### config.mk
export PLATFORM = sky130hd
export DESIGN_NAME = alu16_issue_ctrl
export DESIGN_NICKNAME = d
export VERILOG_FILES = /design/src/rtl/alu16_pkg.sv /design/src/rtl/alu16_regfile.sv /design/src/rtl/alu16_issue_ctrl.sv
export SDC_FILE = /design/constraint.sdc
export NUM_CORES = 1
export LEC_CHECK = 0
export BUFFER_PORTS_ARGS = -buffer_cell sky130_fd_sc_hd__buf_2
export CAP_MARGIN = 20
export CORE_MARGIN = 8
export CORE_UTILIZATION = 50
export CTS_CLUSTER_DIAMETER = 200
export DETAILED_ROUTE_END_ITERATION = 6
export GPL_ROUTABILITY_DRIVEN = 0
export PLACE_DENSITY = 0.71
export REMOVE_ABC_BUFFERS = 1
export SYNTH_ARGS = -nofsm -noshare
export SYNTH_HDL_FRONTEND = slang
export SYNTH_HIERARCHICAL = 1
export SYNTH_SLANG_ARGS = --single-unit
### constraint.sdc
create_clock -name clk -period 2.7 [get_ports clk]
set_input_delay 0.81 -clock clk [delete_from_list [all_inputs] [get_ports clk]]
set_output_delay 0.81 -clock clk [all_outputs]
set_load 0.02 [all_outputs]
### src/rtl/alu16_pkg.sv
// Shared definitions for the 16-bit ALU issue/writeback controller.
// Op encoding maps op[0] to ALU sel0 and op[1] to ALU sel1.
package alu16_pkg;
   localparam int WIDTH     = 16;
   localparam int NREGS     = 8;
   localparam int REG_IDX_W = $clog2(NREGS);

   typedef enum logic [1:0] {
      ALU_ADD = 2'b00,
      ALU_SUB = 2'b01,
      ALU_AND = 2'b10,
      ALU_OR  = 2'b11
   } alu_op_e;
endpackage

### src/rtl/alu16_regfile.sv
// Register file with two combinational operand reads, a debug read and one write port.
// r0 is hard-wired to zero: writes to it are dropped and reads return 0.
module alu16_regfile #(
   parameter int WIDTH = alu16_pkg::WIDTH,
   parameter int NREGS = alu16_pkg::NREGS
) (
   input  logic                     clk,
   input  logic                     rst_n,
   input  logic                     i_we,
   input  logic [$clog2(NREGS)-1:0] i_waddr,
   input  logic [WIDTH-1:0]         i_wdata,
   input  logic [$clog2(NREGS)-1:0] i_raddr_a,
   output logic [WIDTH-1:0]         o_rdata_a,
   input  logic [$clog2(NREGS)-1:0] i_raddr_b,
   output logic [WIDTH-1:0]         o_rdata_b,
   input  logic [$clog2(NREGS)-1:0] i_dbg_raddr,
   output logic [WIDTH-1:0]         o_dbg_rdata
);
   import alu16_pkg::*;

   logic [WIDTH-1:0] r_mem [NREGS];

   always_ff @(posedge clk or negedge rst_n) begin
      if (!rst_n) begin
         for (int i = 0; i < NREGS; i++) r_mem[i] <= '0;
      end else if (i_we && (i_waddr != '0)) begin
         r_mem[i_waddr] <= i_wdata;
      end
   end

   assign o_rdata_a   = (i_raddr_a   == '0) ? '0 : r_mem[i_raddr_a];
   assign o_rdata_b   = (i_raddr_b   == '0) ? '0 : r_mem[i_raddr_b];
   assign o_dbg_rdata = (i_dbg_raddr == '0) ? '0 : r_mem[i_dbg_raddr];
endmodule

### src/rtl/alu16_issue_ctrl.sv
// Two-stage issue/writeback controller around an external combinational 16-bit ALU.
// ID reads operands (with EX->ID forwarding), EX drives the ALU, WB holds the result under backpressure.
module alu16_issue_ctrl #(
   parameter int WIDTH = alu16_pkg::WIDTH,
   parameter int NREGS = alu16_pkg::NREGS
) (
   input  logic                     clk,
   input  logic                     rst_n,
   input  logic                     instr_valid,
   output logic                     instr_ready,
   input  logic [1:0]               instr_op,
   input  logic [$clog2(NREGS)-1:0] instr_rd,
   input  logic [$clog2(NREGS)-1:0] instr_rs1,
   input  logic [$clog2(NREGS)-1:0] instr_rs2,
   input  logic                     instr_imm_en,
   input  logic [WIDTH-1:0]         instr_imm,
   output logic [WIDTH-1:0]         alu_a,
   output logic [WIDTH-1:0]         alu_b,
   output logic                     alu_sel0,
   output logic                     alu_sel1,
   input  logic [WIDTH-1:0]         alu_out,
   output logic                     wb_valid,
   input  logic                     wb_ready,
   output logic [$clog2(NREGS)-1:0] wb_rd,
   output logic [WIDTH-1:0]         wb_data,
   output logic                     wb_zero,
   input  logic [$clog2(NREGS)-1:0] dbg_raddr,
   output logic [WIDTH-1:0]         dbg_rdata
);
   import alu16_pkg::*;

   localparam int IDX_W = $clog2(NREGS);

   logic             r_ex_valid;
   logic [WIDTH-1:0] r_ex_a;
   logic [WIDTH-1:0] r_ex_b;
   alu_op_e          r_ex_op;
   logic [IDX_W-1:0] r_ex_rd;
   logic             r_wb_valid;
   logic [IDX_W-1:0] r_wb_rd;
   logic [WIDTH-1:0] r_wb_data;
   logic             r_wb_zero;

   logic             w_wb_adv;
   logic             w_ex_adv;
   logic             w_accept;
   logic             w_fwd_a;
   logic             w_fwd_b;
   logic [WIDTH-1:0] w_rf_a;
   logic [WIDTH-1:0] w_rf_b;
   logic [WIDTH-1:0] w_opa;
   logic [WIDTH-1:0] w_opb;

   assign w_wb_adv    = !r_wb_valid || wb_ready;
   assign w_ex_adv    = r_ex_valid && w_wb_adv;
   assign instr_ready = !r_ex_valid || w_wb_adv;
   assign w_accept    = instr_valid && instr_ready;

   alu16_regfile #(.WIDTH(WIDTH), .NREGS(NREGS)) u_regfile (
      .clk         (clk),
      .rst_n       (rst_n),
      .i_we        (w_ex_adv),
      .i_waddr     (r_ex_rd),
      .i_wdata     (alu_out),
      .i_raddr_a   (instr_rs1),
      .o_rdata_a   (w_rf_a),
      .i_raddr_b   (instr_rs2),
      .o_rdata_b   (w_rf_b),
      .i_dbg_raddr (dbg_raddr),
      .o_dbg_rdata (dbg_rdata)
   );

   // The result leaving EX this edge is not yet in the register file, so bypass it.
   assign w_fwd_a = w_ex_adv && (r_ex_rd != '0) && (r_ex_rd == instr_rs1);
   assign w_fwd_b = w_ex_adv && (r_ex_rd != '0) && (r_ex_rd == instr_rs2) && !instr_imm_en;
   assign w_opa   = w_fwd_a ? alu_out : w_rf_a;
   assign w_opb   = instr_imm_en ? instr_imm : (w_fwd_b ? alu_out : w_rf_b);

   // ID -> EX
   always_ff @(posedge clk or negedge rst_n) begin
      if (!rst_n) begin
         r_ex_valid <= 1'b0;
         r_ex_a     <= '0;
         r_ex_b     <= '0;
         r_ex_op    <= ALU_ADD;
         r_ex_rd    <= '0;
      end else if (w_accept) begin
         r_ex_valid <= 1'b1;
         r_ex_a     <= w_opa;
         r_ex_b     <= w_opb;
         r_ex_op    <= alu_op_e'(instr_op);
         r_ex_rd    <= instr_rd;
      end else if (w_ex_adv) begin
         r_ex_valid <= 1'b0;
      end
   end

   assign alu_a    = r_ex_valid ? r_ex_a : '0;
   assign alu_b    = r_ex_valid ? r_ex_b : '0;
   assign alu_sel0 = r_ex_valid & r_ex_op[0];
   assign alu_sel1 = r_ex_valid & r_ex_op[1];

   // EX -> WB
   always_ff @(posedge clk or negedge rst_n) begin
      if (!rst_n) begin
         r_wb_valid <= 1'b0;
         r_wb_rd    <= '0;
         r_wb_data  <= '0;
         r_wb_zero  <= 1'b0;
      end else if (w_ex_adv) begin
         r_wb_valid <= 1'b1;
         r_wb_rd    <= r_ex_rd;
         r_wb_data  <= alu_out;
         r_wb_zero  <= (alu_out == '0);
      end else if (r_wb_valid && wb_ready) begin
         r_wb_valid <= 1'b0;
      end
   end

   assign wb_valid = r_wb_valid;
   assign wb_rd    = r_wb_rd;
   assign wb_data  = r_wb_data;
   assign wb_zero  = r_wb_zero;
endmodule

==> results.md, run 1 <==
- The run finished, with violations left.
- The checks that failed: setup timing.
- Across every metal layer, demand over resource in global routing totals 0.259.
- The worst setup path is captured at an output port.
- Summed over all layers, the routed wires come to roughly 34000 um.
- The post-CTS clock slew at the launch and capture registers of the worst setup and hold paths is 0.06 ns.
- Setup repair after global routing could not meet its margin everywhere.
- Summed over all cells, the static leakage comes to between 5 and 6 nW.
- In this run, post-CTS hold repair placed 0 buffers.
- The highest clock rate is 353 MHz.
- Entering global routing, the biggest net connects 54 pins.
- The fraction of the mapped netlist area in simple logic gates is 0.0978.
- The commonest cells after synthesis are sky130_fd_sc_hd__dfrtp_1 (171), sky130_fd_sc_hd__mux2_2 (158), sky130_fd_sc_hd__mux2i_1 (96).
- The max-slew violation count is 0.
- The mapped netlist covers 10500 sq um.
- The later pin in the worst-skew pair is clocked with a latency of about 0.43 ns.
- The share of synthesized area in the top cell type comes to 0.408.
- The worst hold slack after final layout is 0.347 ns.
- The final critical delay including setup and external delays is 2.83 ns.
- Counting every sink on the clock net gives 171.
- Summing over every cut layer, the via total after detailed routing is 8719.
- The H-tree level count is 4.
- The number of core rows is 53.
- Across all register-to-register paths, the minimum setup slack is around 0.5 ns.
- IR analysis of the VDD net gives a maximum drop of 0.495 mV.
- The cell count after synthesis came out at 914.
- For the pin with the worst max-slew slack, the measured transition is just over 1 ns.
- The estimated wirelength of the detail-placed design is roughly 21000 um.
- Counting the buffers created by CTS gives 17.
- After synthesis, the netlist uses 44 different library cells.
- The fraction of the mapped netlist area in compound gates is 0.139.
- The y dimension of the die is 161 um.
- By startpoint and endpoint, the worst setup path is classified as input pin to output port.
- The via count of the first global-routing pass is 8899.
- Among all flip-flop cells after synthesis, the most frequent one is sky130_fd_sc_hd__dfrtp_1.
- The number of antenna diodes in the final layout is 0.
- By area the synthesized netlist is led by sky130_fd_sc_hd__dfrtp_1 (41%), sky130_fd_sc_hd__mux2_2 (17%), sky130_fd_sc_hd__mux2i_1 (9.2%), sky130_fd_sc_hd__a221oi_1 (6.2%), sky130_fd_sc_hd__mux2_4 (2.9%).
- The standard cell core area is roughly 21000 sq um.
- The root buffer cell chosen for the clock tree is sky130_fd_sc_hd__clkbuf_16.
- Relative to the synthesized area, the layout overhead comes to 20.8%.
- After synthesis, the share of flip-flops with an asynchronous set or reset is 1.00.
- The share of cell area taken by muxes after synthesis is 0.291.
- The largest family of logic cells by synthesized area is multiplexers.
- The DRC violations left is 0.
- The path class of the lowest-slack min-delay path is input pin to async pin.
- The xor/xnor share of the synthesized area is 0.00548.
- In this run the tool buffered the top-level ports with 122 buffer cells.
- The initial antenna violation count is 0.
- After the first detailed-routing iteration, the DRC count stood at 947.
- In the post-synthesis netlist, the cell with the most instances is sky130_fd_sc_hd__dfrtp_1.
- The number of enable-type register cells in the synthesized netlist is 0.
- In the final design database the tool counted ~1100 nets.
- Of the cells placed in the final design, the portion with a size suffix greater than 1 is 0.436.
- The final hold violation count is 0.
- The final antenna-violating net count is 0.
- The sum of overflow across all layers after global routing is 0.
- The average via count per standard cell is 6.53.
- During I/O placement, the number of pins put on the boundary was 123.
- Counting along the longest clock path gives a buffer depth of 2.
- The share of the Yosys chip area taken by registers is 0.408.
- Dividing the detail-routed wire length by the instance count gives 25.5 um.
- For this design the ratio of total power to cell area is 897 nW/um^2.
- The TritonCTS clock tree is built.
- The starting density of the core is 0.504.
- The first global-routing pass estimated ~52000 um of wire.
- The data required time of the worst path is between 1.5 and 2 ns.
- Of the total synthesized cell area, the portion taken by full adders, half adders and majority gates is 0.
- The flip-flop and latch count after synthesis is 171.
- Before antenna repair, the detailed router went through 6 iterations.
- In this run the horizontal extent of the chip is 161 um.
- The count of yosys warnings during synthesis is 6.
- OpenSTA, run right after detailed placement, puts the worst setup slack at -0.287 ns.
- The portion of the clock cycle consumed by the worst path in the final layout is 1.05.
- The headroom to the max-slew limit is 0.304.
- The tool flagged a number of max-cap violations equal to 0.
- The average footprint of a synthesized cell is 11.5 sq um.
- The synthesized design spends more area on one cell type than any other, namely sky130_fd_sc_hd__dfrtp_1.
- The post-layout worst setup margin is -0.132 ns.
- The worst clock skew on the final layout is between 0.006 and 0.007 ns.
- The floorplan step defined a die boundary enclosing 25900 sq um.
- The worst setup path is launched from an input pin.
- Setup violations remaining at the end of the flow were counted as 15.
- For the worst setup path, the data arrival time is 2.02 ns.
- The maximum fanout count along the critical path is 8.
-- stage by stage --
| stage | instances | instance area [sq um] | total power (W) | util | TNS, ns |
|---|---|---|---|---|---|
| global placement | 1296 | 11600 | 0.00810 | 0.555 | -3.08 |
| global route | 1335 | 12700 | 0.0119 | 0.609 | -1.62 |
| finish | 1335 | 12700 | 0.0114 | 0.609 | -1.02 |
| CTS | 1333 | 12600 | 0.0112 | 0.603 | -0.935 |
| detailed placement | 1296 | 11600 | 0.00822 | 0.555 | -3.59 |
| floorplan | 824 | 9880 | 0.00689 | - | -18.20 |
-- timing repair --
| action | CTS | global route |
|---|---|---|
| pin swaps | 18 | 20 |
| cloned | 3 | 1 |
| setup buffers | 2 | 1 |
| gates resized for setup | 52 | 25 |
| setup endpoints to repair | 16 | 16 |
-- logic make-up (layout without fill, tap and decap cells) --
logic type      Yosys count  after routing
mux                     275            275
compound gates          200            200
flops                   171            171
simple gates            171            171
buf+inv                  93            239
xor+xnor                  4              4
-- flip-flops by register name, summed over array words and instances (netlist names) --
name and cells:
r_ex_a 16, r_ex_b 16, r_ex_op 2, r_ex_rd 3, r_ex_valid 1, u_regfile/r_mem 112, wb_data 16, wb_rd 3
wb_valid 1, wb_zero 1
-- cells in the final DEF (no fill, tap or decap), types with 14 or more instances in the layout --
cell / synthesis / final
sky130_fd_sc_hd__nand2b_1: 20 / 20
sky130_fd_sc_hd__nor2_1: 17 / 17
sky130_fd_sc_hd__nand2_1: 23 / 23
sky130_fd_sc_hd__a211oi_1: 18 / 14
sky130_fd_sc_hd__o21ai_0: 31 / 31
sky130_fd_sc_hd__buf_4: 12 / 69
sky130_fd_sc_hd__nor2b_1: 20 / 14
sky130_fd_sc_hd__mux2i_1: 96 / 96
sky130_fd_sc_hd__clkbuf_16: 0 / 18
sky130_fd_sc_hd__a31oi_1: 34 / 34
sky130_fd_sc_hd__buf_2: 25 / 109
sky130_fd_sc_hd__mux2_2: 158 / 152
sky130_fd_sc_hd__mux2_4: 20 / 26
sky130_fd_sc_hd__dfrtp_1: 171 / 171
sky130_fd_sc_hd__a221oi_1: 74 / 59
sky130_fd_sc_hd__buf_12: 0 / 15
sky130_fd_sc_hd__a21oi_1: 18 / 18
sky130_fd_sc_hd__and2_1: 37 / 36
sky130_fd_sc_hd__nand3_1: 32 / 32
-- final timing paths --
check / startpoint / to / depth (start not counted)
max: dbg_raddr[1] / dbg_rdata[10] / 7
min: rst_n / wb_rd[2] / 1
max reg2reg: r_ex_rd[1] / r_ex_b[15] / 4
min reg2reg: r_ex_op[0] / r_ex_op[0] / 2
max in group asynchronous: rst_n / u_regfile/r_mem[11] / 2
min in group clk: r_ex_op[0] / r_ex_op[0] / 2
-- cell type report --
class | count | area [sq um]
Sequential cell | 171 | 4280
Fill cell | 1689 | 8150
Clock inverter | 11 | 190
Tap cell | 275 | 344
Timing Repair Buffer | 204 | 1530
Multi-Input combinational cell | 650 | 5850
Clock buffer | 21 | 470
Inverter | 3 | 11.3
-- per-layer routing --
layer,global-route usage,part of all wire,routed length [um]
met5,0,0,0
met4,0.102,0.024,835
met3,0.0622,0.087,2970
met2,0.413,0.47,16100
met1,0.333,0.42,14200
-- power by group --
part           internal [W]  total, W  leakage (nW)  switching, W
clock               0.00171   0.00276         0.311       0.00104
combinational       0.00213   0.00395          3.23       0.00182
sequential          0.00356   0.00467          2.05       0.00111
-- critical path: stages --
cell,delay (ns)
sky130_fd_sc_hd__buf_12,0.13
sky130_fd_sc_hd__buf_12,0.14
sky130_fd_sc_hd__mux2_4,0.30
sky130_fd_sc_hd__a221oi_2,0.27
sky130_fd_sc_hd__a311oi_2,0.07
sky130_fd_sc_hd__buf_4,0.17
sky130_fd_sc_hd__buf_6,0.12
Power figures use the tool's default switching activity.
==> run 2: changes to the inputs <==
==> constraint.sdc (replaced) <==
create_clock -name clk -period 2.7 [get_ports clk]
set_input_delay 0.81 -clock clk [delete_from_list [all_inputs] [get_ports clk]]
set_output_delay 0.81 -clock clk [all_outputs]
set_load 0.1 [all_outputs]
==> run 2 against run 1 <==
The run still ends with setup timing left. Utilization increased by 3.1 points. Largest cell class unchanged. Sequential power about the same. Clock skew increased by 0.0014 ns. Die area unchanged. Highest routed layer unchanged. Clock power decreased by 14%. Critical path type unchanged. Wire length increased by 1.9%. Largest power group is now combinational logic. Critical endpoint is now dbg_rdata[13]. Cell count about the same. Count of clock-buffer cells in the layout unchanged.
==> results.md, run 2 (same netlist as run 1, synthesis figures left out) <==
- The root buffer cell chosen for the clock tree is sky130_fd_sc_hd__clkbuf_16.
- Headroom to the max-slew limit came out at 0.444.
- The worst clock skew on the final layout is 0.00830 ns.
- The area of the die is around 26000 sq um.
- The quantity of hold-fixing buffers added after cts is 0.
- For this configuration, the core starts out at a cell density of 0.504.
- The worst register-to-register path begins at r_ex_rd[1].
- By startpoint and endpoint, the worst setup path is classified as input pin to output port.
- The flow ran to the end, but the final reports show violations.
- STA classifies the critical path endpoint as an output port.
- The first global-routing pass estimated 53900 um of wire.
- The length of the first detailed-routing pass in iterations is 6.
- The post-CTS clock slew at the launch and capture registers of the worst setup and hold paths is 0.06 ns.
- For the pin with the worst max-slew slack, the measured transition is 0.835 ns.
- The tightest min-delay check is of the input pin to async pin type.
- For this design the ratio of total power to cell area is 973 nW/um^2.
- The via count of the first global-routing pass is around 9100.
- After floorplanning, the core was divided into 53 placement rows.
- The count of buffers added on input and output ports is 122.
- Summed over all nets, the half-perimeter wirelength after detailed placement is 21800 um.
- The register bank with the most flops is u_regfile/r_mem.
- The non-filler instance count after layout is around 1300.
- The buffer depth of the longest clock path is 2.
- The count of boundary I/O pins is between 100 and 150.
- The y dimension of the die is approximately 160 um.
- The count of nets left with antenna violations once routing finished came out at 0.
- Using the TritonRoute via totals, the vias-per-cell ratio works out to 6.70.
- The routed layout has about 8900 vias.
- The checks that failed: setup timing.
- The DRC marker count from the first detailed-route iteration is approximately 1000.
- In the finished design, the share of the clock period the worst path needs comes to 1.08.
- Setup slack on the critical path of the routed design comes to -0.217 ns.
- The register with the most flip-flops in the layout has 112 of them.
- The static leakage power is a little under 6 nW.
- 0 antenna diodes ended up in the layout.
- The tool flagged a number of max-cap violations equal to 0.
- Setup repair after global routing could not meet its margin everywhere.
- The highest clock rate is 343 MHz.
- The initial antenna violation count is 0.
- The largest net degree at the start of global routing is between 50 and 60.
- In the global route stage, overall resource usage came out at 0.265.
- At the later pin of the worst-skew pair, clock insertion delay measures roughly 0.43 ns.
- The total CTS buffers is 17.
- The number of setup violations in the final report is 16.
- The maximum fanout count along the critical path is 7.
- The final hold violation count came to 0.
- In the final routed layout, each cell accounts on average for 26.0 um.
- The max-slew violation count is 0.
- For this run, design rule violations remaining after detail routing come to 0.
- Leaving out fill and tap cells, the most frequent cells in the layout are sky130_fd_sc_hd__dfrtp_1 (170), sky130_fd_sc_hd__mux2_2 (157), sky130_fd_sc_hd__mux2i_1 (94).
- OpenSTA, run right after detailed placement, puts the worst setup slack at -0.418 ns.
- The number of nets in the finished design is approximately 1100.
- For the worst setup path, the data arrival time is 2.11 ns.
- The sum of routed wire length over all layers is ~35000 um.
- The layout overhead on the synthesized area is 26.8%.
- The number of placed instances, taps included, is 1295.
- The total overflow left after global routing is 0.
- The H-tree was split into 4 levels.
- Measured along the x axis, the die boundary spans 161 um.
- The worst setup path is launched from an input pin.
- The worst vdd rail ir drop is 0.771 mV.
- Clock tree synthesis found a total of 171 sinks.
- The post-layout instance area is 13300 sq um.
- The number of fill cells is 1607.
- The smallest clock period supported by the final layout is computed as 2.92 ns.
- The ratio of cells with drive above 1 in the final layout is 0.436.
- The data required time of the worst path is 1.89 ns.
- The region available for standard cell placement spans 20800 sq um.
- The worst hold slack after final layout is 0.339 ns.
- The library cell used most frequently in the layout, excluding fill and tap cells, is sky130_fd_sc_hd__dfrtp_1.
- TritonCTS built the clock tree.
- The total placed instance area is between 10000 and 15000 sq um.
- The endpoint of the most critical register-to-register path is r_ex_b[0].
- Setup slack on the worst reg-to-reg path comes out at 0.45 ns.
- Counting cells, the worst reg-to-reg path comes to 4.
- The total power consumption of the routed design is 0.0130 W.
-- run 2: cell count changes in the layout (fill, tap and decap cells not counted), sizes merged --
cell      change
clkinv        +4
buf           +1
clkinvlp      -3
bufinv        -3
-- run 2: power by group --
part           internal [W]  switching [W]
Combinational       0.00260        0.00330
Sequential          0.00356        0.00111
Clock               0.00139       0.000983
-- run 2: per-layer routing --
layer	up-vias	track usage	part of all wire
li1	3755	-	-
met1	4513	0.340	0.41
met2	561	0.423	0.47
met3	112	0.0625	0.087
met4	0	0.111	0.036
met5	-	0	0
-- run 2: final cells by class --
type	count	area, sq um	share of cell area
tap	275	344	0.0259
timing repair buffer	205	2300	0.173
sequential	171	4280	0.322
multi-input combinational	650	5810	0.437
clock inverter	9	97.6	0.00733
inverter	3	11.3	0.000846
clock buffer	21	460	0.0346
-- run 2: stage by stage --
step,setup TNS (ns),util
4_1_cts,-2.40,0.636
3_5_place_dp,-5.27,0.591
6_report,-2.70,0.639
2_1_floorplan,-85.77,-
5_1_grt,-3.35,0.639
3_3_place_gp,-4.57,0.591
-- run 2: what timing repair did --
item                                    in CTS  in global routing
cloned                                       4                  0
resized for setup                           43                 14
pin swaps                                    9                  6
endpoints found under the setup margin      16                 35
buffers inserted                             8                  4
-- run 2: how the worst max path moves through the flow --
stage                      start             to  slack, ns  cells after the start
global route        dbg_raddr[1]  dbg_rdata[13]      -0.27                      8
CTS                 dbg_raddr[1]   dbg_rdata[7]      -0.19                      8
floorplan           dbg_raddr[1]   dbg_rdata[0]      -2.03                      3
finish              dbg_raddr[1]  dbg_rdata[13]      -0.22                      8
global placement    dbg_raddr[1]  dbg_rdata[11]      -0.35                      8
detailed placement  dbg_raddr[1]   dbg_rdata[7]      -0.42                      8
-- run 2: critical path, stage by stage --
cell and delay, ns:
sky130_fd_sc_hd__buf_16 0.13, sky130_fd_sc_hd__nor2b_4 0.18, sky130_fd_sc_hd__buf_8 0.13, sky130_fd_sc_hd__buf_6 0.13, sky130_fd_sc_hd__buf_6 0.10, sky130_fd_sc_hd__a221oi_2 0.05
sky130_fd_sc_hd__a311oi_2 0.34, sky130_fd_sc_hd__buf_12 0.22
==> run 3: changes to the inputs <==
==> constraint.sdc (replaced) <==
create_clock -name clk -period 3.6 [get_ports clk]
set_input_delay 1.08 -clock clk [delete_from_list [all_inputs] [get_ports clk]]
set_output_delay 1.08 -clock clk [all_outputs]
set_load 0.1 [all_outputs]
==> run 3 against run 2 <==
The flow finishes with violations (DRC). First-iteration DRC count fell by 6.4%. Non-clock buffer count fell by 17. Sequential power fell by 26%. Critical path depth rose by 1. Worst setup slack improved by 0.25 ns. Highest routed layer unchanged. Die area did not move. Sequential cell count did not move. Clock skew rose by 0.0022 ns. Design area fell by 7.2%.
==> results.md, run 3 (same netlist as run 1, synthesis figures left out) <==
- The path class of the lowest-slack min-delay path is register to register.
- Once placement completed, the tool counted placed cells totaling 1286.
- The die is 161 um wide.
- The final antenna-violating net count is 0.
- The non-filler instance count after layout is 1318.
- The max-slew violation count is 0.
- The layout overhead on the synthesized area is 17.7%.
- The root buffer cell is sky130_fd_sc_hd__clkbuf_16.
- Max-cap violations in this run came to 0.
- The first global-routing pass estimated 50600 um of wire.
- For this run, the slowest stage of the critical path takes 0.25 ns.
- The HPWL after detailed placement is 21100 um.
- The register with the most flip-flops in the layout has roughly 110 of them.
- The detailed route wirelength on metal2 is 14900 um.
- The static leakage power is ~5.4 nW.
- The starting density of the core is 0.504.
- The worst hold path passes through 2 cells.
- The maximum fanout count along the critical path is 8.
- Of the available clock period, the critical path in the final layout requires 0.989.
- The first TritonRoute pass finished after 7 iterations.
- The internal power of the cells totals roughly 0.0054 W.
- The worst hold slack after final layout is about 0.48 ns.
- The number of fill cells is 1712.
- The endpoint of the most critical register-to-register path is u_regfile/r_mem[15].
- The most common cell after layout, fill and taps aside is sky130_fd_sc_hd__dfrtp_1.
- The average wire length per cell after detail routing is 24.5 um.
- In the final layout, the share of cells above drive strength 1 is 0.404.
- The floorplan has 53 rows.
- For hold timing, the worst endpoint is r_ex_op[1].
- For this design, the CTS-stage hold fixing added 0 buffers.
- The via count of the first global-routing pass is between 8000 and 9000.
- The register share of total power is 0.371.
- The number of buffer cells added on primary ports is 122.
- The headroom to the max-slew limit is 0.448.
- The startpoint of the worst hold path is r_ex_op[1].
- The number of setup violations in the final report is 0.
- The first routing iteration left roughly 940 violations.
- Walking the worst path, the cells encountered are buf_2 -> buf_12 -> nor2b_4 -> buf_8 -> buf_4 -> a221oi_2 -> a311oi_2 -> buf_4 -> buf_12.
- The H-tree generated during clock tree synthesis spans 4 levels.
- By startpoint and endpoint, the worst setup path is classified as input pin to output port.
- The transition time of the tightest slew-check pin is 0.826 ns.
- The worst-case IR drop observed on VDD is 0.416 mV.
- The total CTS buffers is 17.
- The worst clock skew on the final layout is 0.0105 ns.
- The number of clock sinks is 171.
- The final antenna diode count is 0.
- The die covers 25900 sq um.
- Data on the critical path is required at its endpoint by about 2.5 ns.
- Across the whole layout, storage elements account for around 4300 sq um.
- In this run the register-to-register setup slack is 1.11 ns.
- Entering global routing, the biggest net connects 73 pins.
- The total global-route track usage is 0.250.
- The register bank with the most flops is u_regfile/r_mem.
- The top layer reached by signal wires is met4.
- The share of total power dissipated in combinational logic is 0.432.
- The standard cell core area is 20800 sq um.
- The insertion delay of the later-clocked pin in the worst-skew pair is 0.43 ns.
- The final hold violation count is 0.
- The final critical delay including setup and external delays is 3.56 ns.
- The vias after detailed routing is 8400.
- The startpoint of the worst register-to-register path is r_ex_valid.
- The final reports fail on DRC.
- Wires add up to between 30000 and 40000 um.
- The wire length on met1 is 13700 um.
- The number of cells traversed by the worst register-to-register path is 5.
- The worst setup path is captured at an output port.
- The flow ran to the end, but the final reports show violations.
- The average via count per standard cell is roughly 6.4.
- The routed length on met3 is 3040 um.
- Summing all multi-input logic gate instances after layout gives between 5000 and 6000 sq um.
- In the final design database the tool counted 1082 nets.
- The initial antenna violation count came to 1.
- The die is 161 um tall.
- Global routing finished with a remaining overflow of 0.
- The critical path's slowest cell is sky130_fd_sc_hd__a311oi_2.
- In the layout the commonest cells are sky130_fd_sc_hd__dfrtp_1 (171), sky130_fd_sc_hd__mux2_2 (158), sky130_fd_sc_hd__buf_2 (104).
- Clock-pin slew was measured on the worst setup and hold paths at 0.07 ns.
- The switching part of the total power is 0.420.
- The TritonCTS clock tree is built.
- STA puts the critical path data arrival time at 2.48 ns.
- The count of boundary I/O pins is 123.
- The worst setup path is launched from an input pin.
- The highest clock rate is 281 MHz.
- The clock network fraction of design power is 0.197.
- The power density over the cells is 755 nW/um^2.
- The switching power of the nets is 0.00391 W.
- The DRC violations left is 6.
- The buffer depth of the longest clock path is 2.
run 3: cell count changes in the layout (fill, tap and decap cells not counted), sizes merged:
cell	delta
clkinv	-1
clkinvlp	+1
inv	+1
buf	-15
bufbuf	-1
clkbuf	-1
run 3: cell type report:
| type | count | share of cell area |
|---|---|---|
| multi-input combinational | 650 | 0.459 |
| sequential | 171 | 0.347 |
| timing repair buffer | 188 | 0.119 |
| clock buffer | 21 | 0.0373 |
| tap | 275 | 0.0279 |
| clock inverter | 10 | 0.00942 |
| inverter | 3 | 0.000912 |
run 3: worst max-delay path by stage:
stage,start,to,depth (start not counted),slack [ns]
floorplan,dbg_raddr[1],dbg_rdata[0],3,-1.67
global placement,dbg_raddr[1],dbg_rdata[3],8,-0.12
detailed placement,dbg_raddr[1],dbg_rdata[2],6,-0.23
CTS,dbg_raddr[0],dbg_rdata[10],7,0.01
global route,dbg_raddr[0],dbg_rdata[8],8,-0.01
finish,dbg_raddr[0],dbg_rdata[4],9,0.04
run 3: repair_timing:
item                       in CTS  in global routing
buffers inserted                0                  2
pin swaps                       1                  1
setup endpoints to repair      16                  9
resized for setup               7                 12
run 3: worst max-delay path, delay by kind of cell:
| kind | cells | cell delay, ns |
|---|---|---|
| buffers and inverters | 6 | 0.88 |
| AO/OA/AOI/OAI | 2 | 0.31 |
| AND/OR/NAND/NOR | 1 | 0.19 |
run 3: layer usage:
metal  global-route usage  vias up
li1                     -     3728
met1                0.335     4134
met2                0.388      466
met3               0.0617       72
met4               0.0892        0
met5                    0        -
run 3: power by group through the flow:
stage,Combinational (W),Sequential (W),Clock [W]
floorplan,0.00270,0.00349,0
global placement,0.00390,0.00340,0
detailed placement,0.00397,0.00342,0
CTS,0.00399,0.00340,0.00186
global route,0.00427,0.00354,0.00195
finish,0.00403,0.00345,0.00184
run 3: metrics by stage:
step	setup TNS, ns	setup WS (ns)	area [sq um]	util	power (W)
floorplan	-27.16	-1.67	9880	-	0.00619
global route	-0.0157	-0.0119	12300	0.593	0.00976
finish	0	0.0383	12300	0.593	0.00932
CTS	0	0.0140	12300	0.589	0.00926
global placement	-0.908	-0.118	11700	0.560	0.00729
detailed placement	-1.66	-0.231	11700	0.560	0.00739
